--- src/rtl/vga_anim_pkg.sv ---
// Shared types and default 640x480 timing for the VGA sprite animator.
package vga_anim_pkg;

   typedef enum logic [1:0] {
      DIR_RIGHT = 2'd0,
      DIR_DOWN  = 2'd1,
      DIR_LEFT  = 2'd2,
      DIR_UP    = 2'd3
   } dir_t;

   typedef enum logic {
      ST_PAUSED = 1'b0,
      ST_RUN    = 1'b1
   } state_t;

   localparam int DEF_H_ACTIVE = 640;
   localparam int DEF_H_FP     = 16;
   localparam int DEF_H_SYNC   = 96;
   localparam int DEF_H_BP     = 48;
   localparam int DEF_V_ACTIVE = 480;
   localparam int DEF_V_FP     = 10;
   localparam int DEF_V_SYNC   = 2;
   localparam int DEF_V_BP     = 33;

   // Total period of one axis: visible span plus both porches and the sync pulse.
   function automatic int total_span(input int active, input int fp, input int sync, input int bp);
      return active + fp + sync + bp;
   endfunction

endpackage

--- src/rtl/vga_timing_gen.sv ---
// Horizontal/vertical counters and the raw (unregistered) timing decodes
// derived from them: active video flag, active-low syncs and frame_start.
module vga_timing_gen
   import vga_anim_pkg::*;
#(
   parameter int H_ACTIVE = DEF_H_ACTIVE,
   parameter int H_FP     = DEF_H_FP,
   parameter int H_SYNC   = DEF_H_SYNC,
   parameter int H_BP     = DEF_H_BP,
   parameter int V_ACTIVE = DEF_V_ACTIVE,
   parameter int V_FP     = DEF_V_FP,
   parameter int V_SYNC   = DEF_V_SYNC,
   parameter int V_BP     = DEF_V_BP,
   parameter int H_CNT_W  = $clog2(total_span(H_ACTIVE, H_FP, H_SYNC, H_BP)),
   parameter int V_CNT_W  = $clog2(total_span(V_ACTIVE, V_FP, V_SYNC, V_BP))
)
(
   input  logic               clk,
   input  logic               reset,
   output logic [H_CNT_W-1:0] h_count,
   output logic [V_CNT_W-1:0] v_count,
   output logic               active,
   output logic               hs_n,
   output logic               vs_n,
   output logic               frame_start
);

   localparam int H_TOTAL = total_span(H_ACTIVE, H_FP, H_SYNC, H_BP);
   localparam int V_TOTAL = total_span(V_ACTIVE, V_FP, V_SYNC, V_BP);

   localparam logic [H_CNT_W-1:0] H_LAST     = H_CNT_W'(H_TOTAL - 1);
   localparam logic [H_CNT_W-1:0] H_ACT_END  = H_CNT_W'(H_ACTIVE);
   localparam logic [H_CNT_W-1:0] H_SYNC_BEG = H_CNT_W'(H_ACTIVE + H_FP);
   localparam logic [H_CNT_W-1:0] H_SYNC_END = H_CNT_W'(H_ACTIVE + H_FP + H_SYNC);
   localparam logic [V_CNT_W-1:0] V_LAST     = V_CNT_W'(V_TOTAL - 1);
   localparam logic [V_CNT_W-1:0] V_ACT_END  = V_CNT_W'(V_ACTIVE);
   localparam logic [V_CNT_W-1:0] V_SYNC_BEG = V_CNT_W'(V_ACTIVE + V_FP);
   localparam logic [V_CNT_W-1:0] V_SYNC_END = V_CNT_W'(V_ACTIVE + V_FP + V_SYNC);

   // Pixel counter runs every clk; the line counter steps when the pixel counter wraps.
   always_ff @(posedge clk) begin
      if (reset) begin
         h_count <= '0;
         v_count <= '0;
      end else if (h_count == H_LAST) begin
         h_count <= '0;
         if (v_count == V_LAST) begin
            v_count <= '0;
         end else begin
            v_count <= v_count + V_CNT_W'(1);
         end
      end else begin
         h_count <= h_count + H_CNT_W'(1);
      end
   end

   // Decode visible region, sync windows and the start-of-vertical-blank pulse.
   always_comb begin
      active      = (h_count < H_ACT_END) && (v_count < V_ACT_END);
      hs_n        = !((h_count >= H_SYNC_BEG) && (h_count < H_SYNC_END));
      vs_n        = !((v_count >= V_SYNC_BEG) && (v_count < V_SYNC_END));
      frame_start = (h_count == '0) && (v_count == V_ACT_END);
   end

endmodule

--- src/rtl/vga_sprite_animator.sv ---
// VGA timing plus a square sprite that moves once per FRAME_DIV frames,
// bouncing or wrapping at the screen edges. All VGA pins are registered.
module vga_sprite_animator
   import vga_anim_pkg::*;
#(
   parameter int H_ACTIVE    = DEF_H_ACTIVE,
   parameter int H_FP        = DEF_H_FP,
   parameter int H_SYNC      = DEF_H_SYNC,
   parameter int H_BP        = DEF_H_BP,
   parameter int V_ACTIVE    = DEF_V_ACTIVE,
   parameter int V_FP        = DEF_V_FP,
   parameter int V_SYNC      = DEF_V_SYNC,
   parameter int V_BP        = DEF_V_BP,
   parameter int SPRITE_SIZE = 4,
   parameter int SPEED       = 2,
   parameter int FRAME_DIV   = 1,
   parameter int COLOR_W     = 3
)
(
   input  logic                        clk,
   input  logic                        reset,
   input  logic                        enable,
   input  logic                        bounce_en,
   input  logic [1:0]                  dir_in,
   input  logic                        dir_load,
   input  logic [3*COLOR_W-1:0]        sprite_rgb,
   output logic [COLOR_W-1:0]          VGA_R,
   output logic [COLOR_W-1:0]          VGA_G,
   output logic [COLOR_W-1:0]          VGA_B,
   output logic                        VGA_HS,
   output logic                        VGA_VS,
   output logic                        VGA_BLANK_N,
   output logic                        VGA_SYNC_N,
   output logic                        frame_start,
   output logic [$clog2(H_ACTIVE)-1:0] sprite_x,
   output logic [$clog2(V_ACTIVE)-1:0] sprite_y
);

   localparam int H_CNT_W = $clog2(total_span(H_ACTIVE, H_FP, H_SYNC, H_BP));
   localparam int V_CNT_W = $clog2(total_span(V_ACTIVE, V_FP, V_SYNC, V_BP));
   localparam int X_W     = $clog2(H_ACTIVE);
   localparam int Y_W     = $clog2(V_ACTIVE);
   localparam int HE_W    = H_CNT_W + 1;
   localparam int VE_W    = V_CNT_W + 1;
   localparam int DIV_W   = (FRAME_DIV > 1) ? $clog2(FRAME_DIV) : 1;

   localparam logic [X_W-1:0]   X_RESET  = X_W'((H_ACTIVE - SPRITE_SIZE) / 2);
   localparam logic [Y_W-1:0]   Y_RESET  = Y_W'((V_ACTIVE - SPRITE_SIZE) / 2);
   localparam logic [X_W-1:0]   X_MAX    = X_W'(H_ACTIVE - SPRITE_SIZE);
   localparam logic [Y_W-1:0]   Y_MAX    = Y_W'(V_ACTIVE - SPRITE_SIZE);
   localparam logic [X_W:0]     X_MAX_E  = (X_W+1)'(H_ACTIVE - SPRITE_SIZE);
   localparam logic [Y_W:0]     Y_MAX_E  = (Y_W+1)'(V_ACTIVE - SPRITE_SIZE);
   localparam logic [X_W:0]     SPEED_XE = (X_W+1)'(SPEED);
   localparam logic [Y_W:0]     SPEED_YE = (Y_W+1)'(SPEED);
   localparam logic [X_W-1:0]   SPEED_X  = X_W'(SPEED);
   localparam logic [Y_W-1:0]   SPEED_Y  = Y_W'(SPEED);
   localparam logic [DIV_W-1:0] DIV_LAST = DIV_W'(FRAME_DIV - 1);

   logic [H_CNT_W-1:0] h_count;
   logic [V_CNT_W-1:0] v_count;
   logic               active;
   logic               hs_n;
   logic               vs_n;
   logic               fs_raw;

   state_t             state_q;
   state_t             state_d;
   logic [DIV_W-1:0]   div_q;
   dir_t               dir_q;
   dir_t               pend_dir;
   logic               pend_valid;
   logic               do_update;
   dir_t               eff_dir;
   dir_t               dir_d;
   logic [X_W-1:0]     x_d;
   logic [Y_W-1:0]     y_d;
   logic [X_W:0]       nx_sum;
   logic [Y_W:0]       ny_sum;
   logic               in_sprite;
   logic [HE_W-1:0]    h_e;
   logic [HE_W-1:0]    x_lo;
   logic [VE_W-1:0]    v_e;
   logic [VE_W-1:0]    y_lo;

   vga_timing_gen #(
      .H_ACTIVE (H_ACTIVE),
      .H_FP     (H_FP),
      .H_SYNC   (H_SYNC),
      .H_BP     (H_BP),
      .V_ACTIVE (V_ACTIVE),
      .V_FP     (V_FP),
      .V_SYNC   (V_SYNC),
      .V_BP     (V_BP),
      .H_CNT_W  (H_CNT_W),
      .V_CNT_W  (V_CNT_W)
   ) u_timing (
      .clk         (clk),
      .reset       (reset),
      .h_count     (h_count),
      .v_count     (v_count),
      .active      (active),
      .hs_n        (hs_n),
      .vs_n        (vs_n),
      .frame_start (fs_raw)
   );

   assign frame_start = fs_raw;
   assign VGA_SYNC_N  = 1'b0;

   // The sprite occupies [x, x+SIZE) by [y, y+SIZE); widened so x+SIZE cannot overflow.
   always_comb begin
      h_e       = HE_W'(h_count);
      x_lo      = HE_W'(sprite_x);
      v_e       = VE_W'(v_count);
      y_lo      = VE_W'(sprite_y);
      in_sprite = (h_e >= x_lo) && (h_e < x_lo + HE_W'(SPRITE_SIZE)) &&
                  (v_e >= y_lo) && (v_e < y_lo + VE_W'(SPRITE_SIZE));
   end

   // Register syncs, blank and colour together so they leave the chip aligned.
   always_ff @(posedge clk) begin
      if (reset) begin
         VGA_HS      <= 1'b1;
         VGA_VS      <= 1'b1;
         VGA_BLANK_N <= 1'b0;
         VGA_R       <= '0;
         VGA_G       <= '0;
         VGA_B       <= '0;
      end else begin
         VGA_HS      <= hs_n;
         VGA_VS      <= vs_n;
         VGA_BLANK_N <= active;
         if (active && in_sprite) begin
            {VGA_R, VGA_G, VGA_B} <= sprite_rgb;
         end else begin
            VGA_R <= '0;
            VGA_G <= '0;
            VGA_B <= '0;
         end
      end
   end

   // Run/pause follows enable; movement is only allowed at the start of vertical blank.
   always_comb begin
      state_d = state_q;
      case (state_q)
         ST_PAUSED: if (enable)  state_d = ST_RUN;
         ST_RUN:    if (!enable) state_d = ST_PAUSED;
         default:   state_d = ST_PAUSED;
      endcase
      do_update = (state_q == ST_RUN) && fs_raw && (div_q == DIV_LAST);
   end

   // Next position: pending direction first, then one step with bounce or wrap at the edges.
   always_comb begin
      eff_dir = pend_valid ? pend_dir : dir_q;
      dir_d   = eff_dir;
      x_d     = sprite_x;
      y_d     = sprite_y;
      nx_sum  = {1'b0, sprite_x} + SPEED_XE;
      ny_sum  = {1'b0, sprite_y} + SPEED_YE;
      case (eff_dir)
         DIR_RIGHT: begin
            if (nx_sum > X_MAX_E) begin
               x_d = bounce_en ? X_MAX : '0;
               if (bounce_en) dir_d = DIR_LEFT;
            end else begin
               x_d = nx_sum[X_W-1:0];
            end
         end
         DIR_LEFT: begin
            if ({1'b0, sprite_x} < SPEED_XE) begin
               x_d = bounce_en ? '0 : X_MAX;
               if (bounce_en) dir_d = DIR_RIGHT;
            end else begin
               x_d = sprite_x - SPEED_X;
            end
         end
         DIR_DOWN: begin
            if (ny_sum > Y_MAX_E) begin
               y_d = bounce_en ? Y_MAX : '0;
               if (bounce_en) dir_d = DIR_UP;
            end else begin
               y_d = ny_sum[Y_W-1:0];
            end
         end
         DIR_UP: begin
            if ({1'b0, sprite_y} < SPEED_YE) begin
               y_d = bounce_en ? '0 : Y_MAX;
               if (bounce_en) dir_d = DIR_DOWN;
            end else begin
               y_d = sprite_y - SPEED_Y;
            end
         end
         default: dir_d = eff_dir;
      endcase
   end

   // State, frame divider, position and direction registers; a new strobe beats the clear on update.
   always_ff @(posedge clk) begin
      if (reset) begin
         state_q    <= ST_PAUSED;
         div_q      <= '0;
         sprite_x   <= X_RESET;
         sprite_y   <= Y_RESET;
         dir_q      <= DIR_RIGHT;
         pend_dir   <= DIR_RIGHT;
         pend_valid <= 1'b0;
      end else begin
         state_q <= state_d;
         if ((state_q == ST_RUN) && fs_raw) begin
            div_q <= (div_q == DIV_LAST) ? '0 : div_q + DIV_W'(1);
         end
         if (do_update) begin
            sprite_x <= x_d;
            sprite_y <= y_d;
            dir_q    <= dir_d;
         end
         if (dir_load) begin
            pend_dir   <= dir_t'(dir_in);
            pend_valid <= 1'b1;
         end else if (do_update) begin
            pend_valid <= 1'b0;
         end
      end
   end

endmodule

--- config.mk ---
export PLATFORM = sky130hd
export DESIGN_NAME = vga_sprite_animator
export DESIGN_NICKNAME = d
export VERILOG_FILES = /design/src/rtl/vga_anim_pkg.sv /design/src/rtl/vga_timing_gen.sv /design/src/rtl/vga_sprite_animator.sv
export SDC_FILE = /design/constraint.sdc
export NUM_CORES = 1
export LEC_CHECK = 0
export ABC_CLOCK_PERIOD_IN_PS = 2400
export CAP_MARGIN = 20
export CORE_ASPECT_RATIO = 0.6
export CORE_UTILIZATION = 50
export CTS_BUF_LIST = sky130_fd_sc_hd__clkbuf_16
export CTS_CLUSTER_DIAMETER = 60
export DETAILED_ROUTE_END_ITERATION = 12
export PLACE_DENSITY_LB_ADDON = 0.12
export SETUP_SLACK_MARGIN = 0.3
export SLEW_MARGIN = 20
export SYNTH_ARGS = -nofsm -noshare
export SYNTH_HDL_FRONTEND = slang
export SYNTH_SLANG_ARGS = --single-unit
--- constraint.sdc ---
create_clock -name clk -period 2.4 [get_ports clk]
set_input_delay 0.72 -clock clk [delete_from_list [all_inputs] [get_ports clk]]
set_output_delay 0.72 -clock clk [all_outputs]
set_load 0.02 [all_outputs]
---- Word-level counts from Yosys, hierarchy flattened ----
Index checks and enable logic that the tools add are counted.
operators by class
  shift operators ......................... 0
  bitwise operators ....................... 2
  equal/unequal tests ..................... 6
  add/subtract/negate cells ............... 9
  reduce and logical (&&, ||, !) cells .... 21
  divide/modulo/power cells ............... 0
  $lt $le $gt $ge ......................... 14
  $mul .................................... 0
  muxes and demuxes ....................... 25
operators with widths
  cell                                                                                  number
  10-bit two-way mux                                                                    5
  9-bit two-way mux                                                                     4
  10-bit by 1-bit adder with 10-bit output, second input constant                       2
  10-bit == test, second input constant                                                 2
  10-bit < comparator, second input constant                                            2
  10-bit by 9-bit < comparator with 1-bit output, second input constant                 2
  10-bit one-hot mux with 2 select lines                                                1
  2-bit two-way mux                                                                     9
  9-bit one-hot mux with 2 select lines                                                 1
  10-bit by 2-bit adder with 11-bit output, second input constant                       1
  10-bit by 3-bit adder with 11-bit output, second input constant                       1
  11-bit by 10-bit > comparator with 1-bit output, second input constant                1
  10-bit by 11-bit < comparator with 1-bit output                                       1
  9-bit by 2-bit adder with 10-bit output, second input constant                        1
  9-bit by 3-bit adder with 10-bit output, second input constant                        1
  10-bit by 9-bit == test with 1-bit output, second input constant                      1
  10-bit greater-or-equal comparator                                                    1
  10-bit greater-or-equal comparator, second input constant                             1
  10-bit by 9-bit greater-or-equal comparator with 1-bit output                         1
  10-bit by 9-bit greater-or-equal comparator with 1-bit output, second input constant  1
  10-bit by 9-bit > comparator with 1-bit output, second input constant                 1
  1-bit logical AND                                                                     10
  10-bit zero test                                                                      1
  10-bit < comparator                                                                   1
  15 further kinds                                                                      25
storage, ports and cells
  output and inout port bits .............. 33
  bits in latches ......................... 0
  bits in registers ....................... 58
  memory bits (read-only) ................. 0
  memory bits (writable) .................. 0
  memories kept ........................... 0
  word-level logic and storage cells ...... 92
  input bits .............................. 16

---- Longest topological paths before layout ----
  depth in word-level cells ............... 8
  mapped depth ............................ 11
  mapped depth without buffers ............ 10

---- Modules after synthesis ----
Synthesis repeated with hierarchy kept, for this count alone.
unflattened totals
  cell total of the unflattened synthesis .. 554
  area total of the unflattened synthesis .. 4,479.3 um^2
by module, submodules not included
  module               cells each  seq. area each (um^2)  instances  area each (um^2)
  vga_sprite_animator  429         700.7                  1          3,393.3
  vga_timing_gen       125         400.4                  1          1,086.0

---- Worst setup path before layout ----
No wires, ideal clock.
  kind .................................... register -> register
  start point ............................. reg sprite_x[2]
  end point ............................... reg VGA_B[0]
  slack ................................... -0.236 ns
  stages on the path, launching flop included .. 12
  arrival ................................. 2.567 ns
  required time ........................... 2.331 ns
  clock period less this slack ............ 2.636 ns
  path buffers ............................ 1
  library setup time ...................... 0.069 ns
  cells stage by stage .................... dfxtp_1 > ha_1 > clkbuf_1 > nand3_1 > xnor2_1 > ha_1 > a21o_1 > a21o_1 > a211oi_1 > o211a_1 > o311ai_1 > nor2_1
on the way
  word-level cells in the longest chain between the ends .. 8
  elaborated cells between the ends (all ways) .. 9
  classes of those cells .................. add/sub: 1; order compare: 2; bitwise: 1; reduce/logical: 5
ends and longest elaborated chain
  item                                             line                        source
  start, declared                                  vga_sprite_animator.sv:35   output logic [$clog2(H_ACTIVE)-1:0] sprite_x,
  start signal, assigned                           vga_sprite_animator.sv:204  sprite_x <= X_RESET;
  start signal, assigned                           vga_sprite_animator.sv:215  sprite_x <= x_d;
  10-bit by 3-bit adder with 11-bit output         vga_sprite_animator.sv:116  in_sprite = (h_e >= x_lo) && (h_e < x_lo + HE_W'(SPRITE_SIZE)) &&
  10-bit by 11-bit < comparator with 1-bit output  vga_sprite_animator.sv:116
  1-bit logical AND * (2 in series)                vga_sprite_animator.sv:116
  1-bit logical AND *                              vga_sprite_animator.sv:117  (v_e >= y_lo) && (v_e < y_lo + VE_W'(SPRITE_SIZE));
  1-bit logical AND *                              vga_sprite_animator.sv:133  if (active && in_sprite) begin
  1-bit NOT (no line) *                            n/a
  2-bit OR reduction (no line) *                   n/a
  end signal, assigned                             vga_sprite_animator.sv:134  {VGA_R, VGA_G, VGA_B} <= sprite_rgb;
  end, declared                                    vga_sprite_animator.sv:29   output logic [COLOR_W-1:0] VGA_B,
Mark *: on every way between the ends. The rest lies on a longest branch, timed or not.
A chain may end at the register's enable or synchronous reset.

---- Worst setup path in the final report ----
  start point ............................. reg sprite_x[2]
  end point ............................... reg sprite_x[9]
on the way
  word-level cells in the longest chain between the ends .. 4
  elaborated cells between the ends (all ways) .. 7
  classes of those cells .................. add/sub: 2; order compare: 2; mux: 3
ends and longest elaborated chain
  item                                             line                        source
  10-bit by 2-bit adder with 11-bit output         vga_sprite_animator.sv:160  nx_sum = {1'b0, sprite_x} + SPEED_XE;
  11-bit by 10-bit > comparator with 1-bit output  vga_sprite_animator.sv:164  if (nx_sum > X_MAX_E) begin
  10-bit two-way mux                               vga_sprite_animator.sv:164
  10-bit one-hot mux with 2 select lines *         vga_sprite_animator.sv:162  case (eff_dir)
Marked as above.

==> metrics.md <==
| Metric | Value |
|---|---|
| Status | `completed` |
| First-pass GRT wire length | `21500 microns` |
| EDFF count, synth | `0` |
| Die extent in y | `74.2 microns` |
| Avg Vias per Cell | `6.29` |
| Clock sink count | `55` |
| R2R setup slack | `0.11 ns` |
| Area growth, synth to finish | `38.0%` |
| Hold Path Sink | `u_timing.v_count[1]` |
| Async SR Flop Fraction | `0%` |
| Synth warnings | `0` |
| Crit-path max cell delay | `0.42 ns` |
| FF-to-FF Start | `sprite_x[2]` |
| Leading area contributor after synthesis | `dfxtp_1` |
| CP Launch Type | `flip-flop` |
| Slew headroom | `63.5%` |
| Routability cong. | `0.948` |
| CTS root buffer | `clkbuf_16` |
| Seq/Total Area, Yosys | `25.4%` |
| Initial DRC Count | `531` |
| TritonRoute pass-1 iters | `6` |
| Drt drc | `0` |
| Area taken by multi-input logic gates | `3380 sq um` |
| Worst Hold Depth | `2` |
| Core Area | `8130 sq um` |
| # setup viols final | `0` |
| Power per cell area | `310 nW/um^2` |
| Grt ovf | `0` |
| Max_cap viols | `0` |
| Vias in the first global route | `4154` |
| Pleak | `0.00253 uW` |
| Req. time, crit path | `2.61 ns` |
| Nets | `697` |
| CTS clk-pin slew, worst paths | `0.08 ns` |
| Yosys reg bits | `55` |
| Final hold violations | `0` |
| Hold slack | `0.518 ns` |
| Slew @ Worst Pin | `0.544 ns` |
| CTS Hold Bufs | `0` |
| Initial antenna violation count | `0` |
| Storage cell area | `1140 sq um` |
| R2R depth | `9` |
| Critical Path Fanout Max | `7` |
| Most frequent cells in the layout | `74 x buf_4, 47 x nor2_1, 38 x dfxtp_1, 38 x ha_1, 30 x clkdlybuf4s50_1` |
| Setup crit start | `sprite_x[2]` |
| TritonCTS clock tree | `done` |
| Syn Inst Count | `527` |
| H-tree levels | `2` |
| Post-Route WL | `14200 microns` |
| Kind of cell adding the most delay to the critical path | `compound AO/OA/AOI/OAI gates` |
| Final ANT Viol Nets | `0` |
| Hold Startpoint | `u_timing.v_count[1]` |
| Period Utilization, post-route | `95.6%` |
| Mapped Area | `4340 sq um` |
| Full die area | `9070 sq um` |
| Vias post-DR | `4676` |
| Avg Cell Area, Syn | `8.23 sq um` |
| Post-layout min period | `2.29 ns` |
| Max Freq | `436 MHz` |
| Critical Path AT | `2.51 ns` |
| Worst path cell trace | `clkinvlp_4, ha_2, a21boi_1, buf_4, nand2_2, a21oi_2, a31oi_1, o32a_1, a221oi_1` |
| Most common cell after layout, fill and taps aside | `buf_4` |
| Share of layout cells above drive strength 1 | `29.4%` |
| Initial core utilization | `53.4%` |
| Unrepaired setup endpoints after global routing | `yes` |
| TritonCTS Buffers | `5` |
| R2r endpoint | `sprite_x[9]` |
| Crit path buf inv count | `2` |
| Fin util | `73.6%` |
| Final Slew Violations | `0` |
| Setup_tns | `0 ns` |
| Hpwl dp | `9920 microns` |
| Most used DFF post-synth | `dfxtp_1` |
| Largest net degree at the start of global routing | `19` |
| CP Class | `flip-flop to flip-flop` |
| Antenna cell count | `0` |
| Clk Latency, worst-skew pair | `0.31 ns` |
| Chip width | `122 microns` |
| Synth top area cells | `dfxtp_1 25%, ha_1 14%, xnor2_1 5.9%, nor2_1 4.2%, nand3_1 3.8%` |
| Core Rows | `25` |
| Tot GR Track Use | `30.8%` |
| Synth unique cells | `77` |
| Clk_skew | `0.00771 ns` |
| Wirelength per Cell | `19.1 microns` |
| Crit-path slowest cell | `dfxtp_4` |
| VDD IR max | `0.274 mV` |
| Max Buffers Root-to-Sink | `2` |
| Port Buf Inserts | `45` |
| Area share of the leading cell type in the synthesized netlist | `25.4%` |
| Tightest Hold Check Type | `flip-flop to flip-flop` |
| IO Pins | `49` |
| Filler cell count | `573` |
| Setup crit end kind | `flip-flop` |
==> cells in the mapped netlist, types with 3 or more instances <==
library cell / count
nor2_1: 49
xnor2_1: 29
o31ai_1: 6
nand4_1: 13
and3_1: 8
clkbuf_1: 11
buf_2: 10
a21oi_1: 23
nor2b_1: 5
mux2i_1: 4
or3_1: 8
a211oi_1: 6
or2_2: 4
a31oi_1: 3
xor2_1: 12
o21ai_1: 6
a21o_1: 7
ha_1: 47
dfxtp_1: 55
o21bai_1: 3
o2111ai_1: 4
nand3_1: 33
o211ai_1: 7
o21a_1: 5
nor3_1: 18
o21ai_0: 19
nor4_1: 5
nand2_1: 29
o32a_1: 6
inv_1: 27
buf_4: 3
a221oi_1: 3
==> sequential cells by signal (all words and copies together) (netlist names), 2 cells and up <==
| signal | flops |
|---|---|
| pend_dir | 2 |
| u_timing.v_count | 10 |
| sprite_x | 9 |
| u_timing.h_count | 10 |
| sprite_y | 8 |
| VGA_R | 3 |
| VGA_B | 3 |
| VGA_G | 3 |
| dir_q | 2 |
==> power breakdown <==
| group | switching, uW | leakage, uW | total (uW) | internal [uW] |
|---|---|---|---|---|
| logic | 76.8 | 0.00201 | 139 | 62.3 |
| clock network | 397 | 0.0000734 | 792 | 395 |
| registers | 12.3 | 0.000445 | 926 | 913 |
| total | 486 | 0.00253 | 1860 | 1370 |
==> worst reg2reg max path, stage by stage, from the launching register on <==
cell and delay [ns]:
dfxtp_4 0.42, clkinvlp_4 0.19, ha_2 0.25, a21boi_1 0.19, buf_4 0.16, nand2_2 0.09
a21oi_2 0.19, a31oi_1 0.11, o32a_1 0.35, a221oi_1 0.26
==> routing by layer <==
metal  wire length [microns]  vias to the layer above  global-route usage [%]
met1                    6380                     2179                    45.8
met3                    1610                       40                    6.06
met2                    5930                      308                    45.0
met4                     266                        0                    7.86
met5                       0                        -                       0
li1                        -                     2149                       -
==> metrics by stage <==
step                      cells  total power [uW]  worst slack, ns  area (sq um)
after floorplan             529              1020            0.109          4490
after global placement      710              1070           0.0297          5320
after detailed placement    710              1070           0.0194          5320
after CTS                   733              1830            0.130          5720
after global routing        743              1900           0.0266          5990
final                       743              1860            0.106          5990
==> how the worst max path moves through the flow <==
stage	endpoint	slack (ns)	cells past startpoint
floorplan	sprite_y[3]	0.11	10
global placement	frame_start	0.03	6
detailed placement	sprite_x[6]	0.02	5
CTS	frame_start	0.13	6
global route	VGA_G[2]	0.03	10
finish	sprite_x[9]	0.11	9
==> final cells by class <==
cell class,count,area share [%]
multi-input combinational,418,56.4
sequential,55,19.0
timing repair buffer,125,17.8
tap,108,2.26
clock buffer,5,2.09
inverter,29,2.01
clock inverter,3,0.397
==> logic make-up (layout without fill, tap and decap cells) <==
logic type	Yosys count	after routing	share of synthesized area, %
simple gates	192	192	23.9
mux	5	5	1.18
xor+xnor	41	41	8.28
other cells	1	3	0.0864
buf+inv	57	162	5.82
flops	55	55	25.4
compound gates	129	130	21.8
fa+ha+maj	47	47	13.6
==> what timing repair did <==
| item | CTS | global route |
|---|---|---|
| resized for setup | 52 | 50 |
| endpoints found under the setup margin | 41 | 40 |
| buffers inserted | 15 | 9 |
| pin swaps | 17 | 27 |
| cloned | 0 | 1 |
Power figures use the tool's default switching activity.
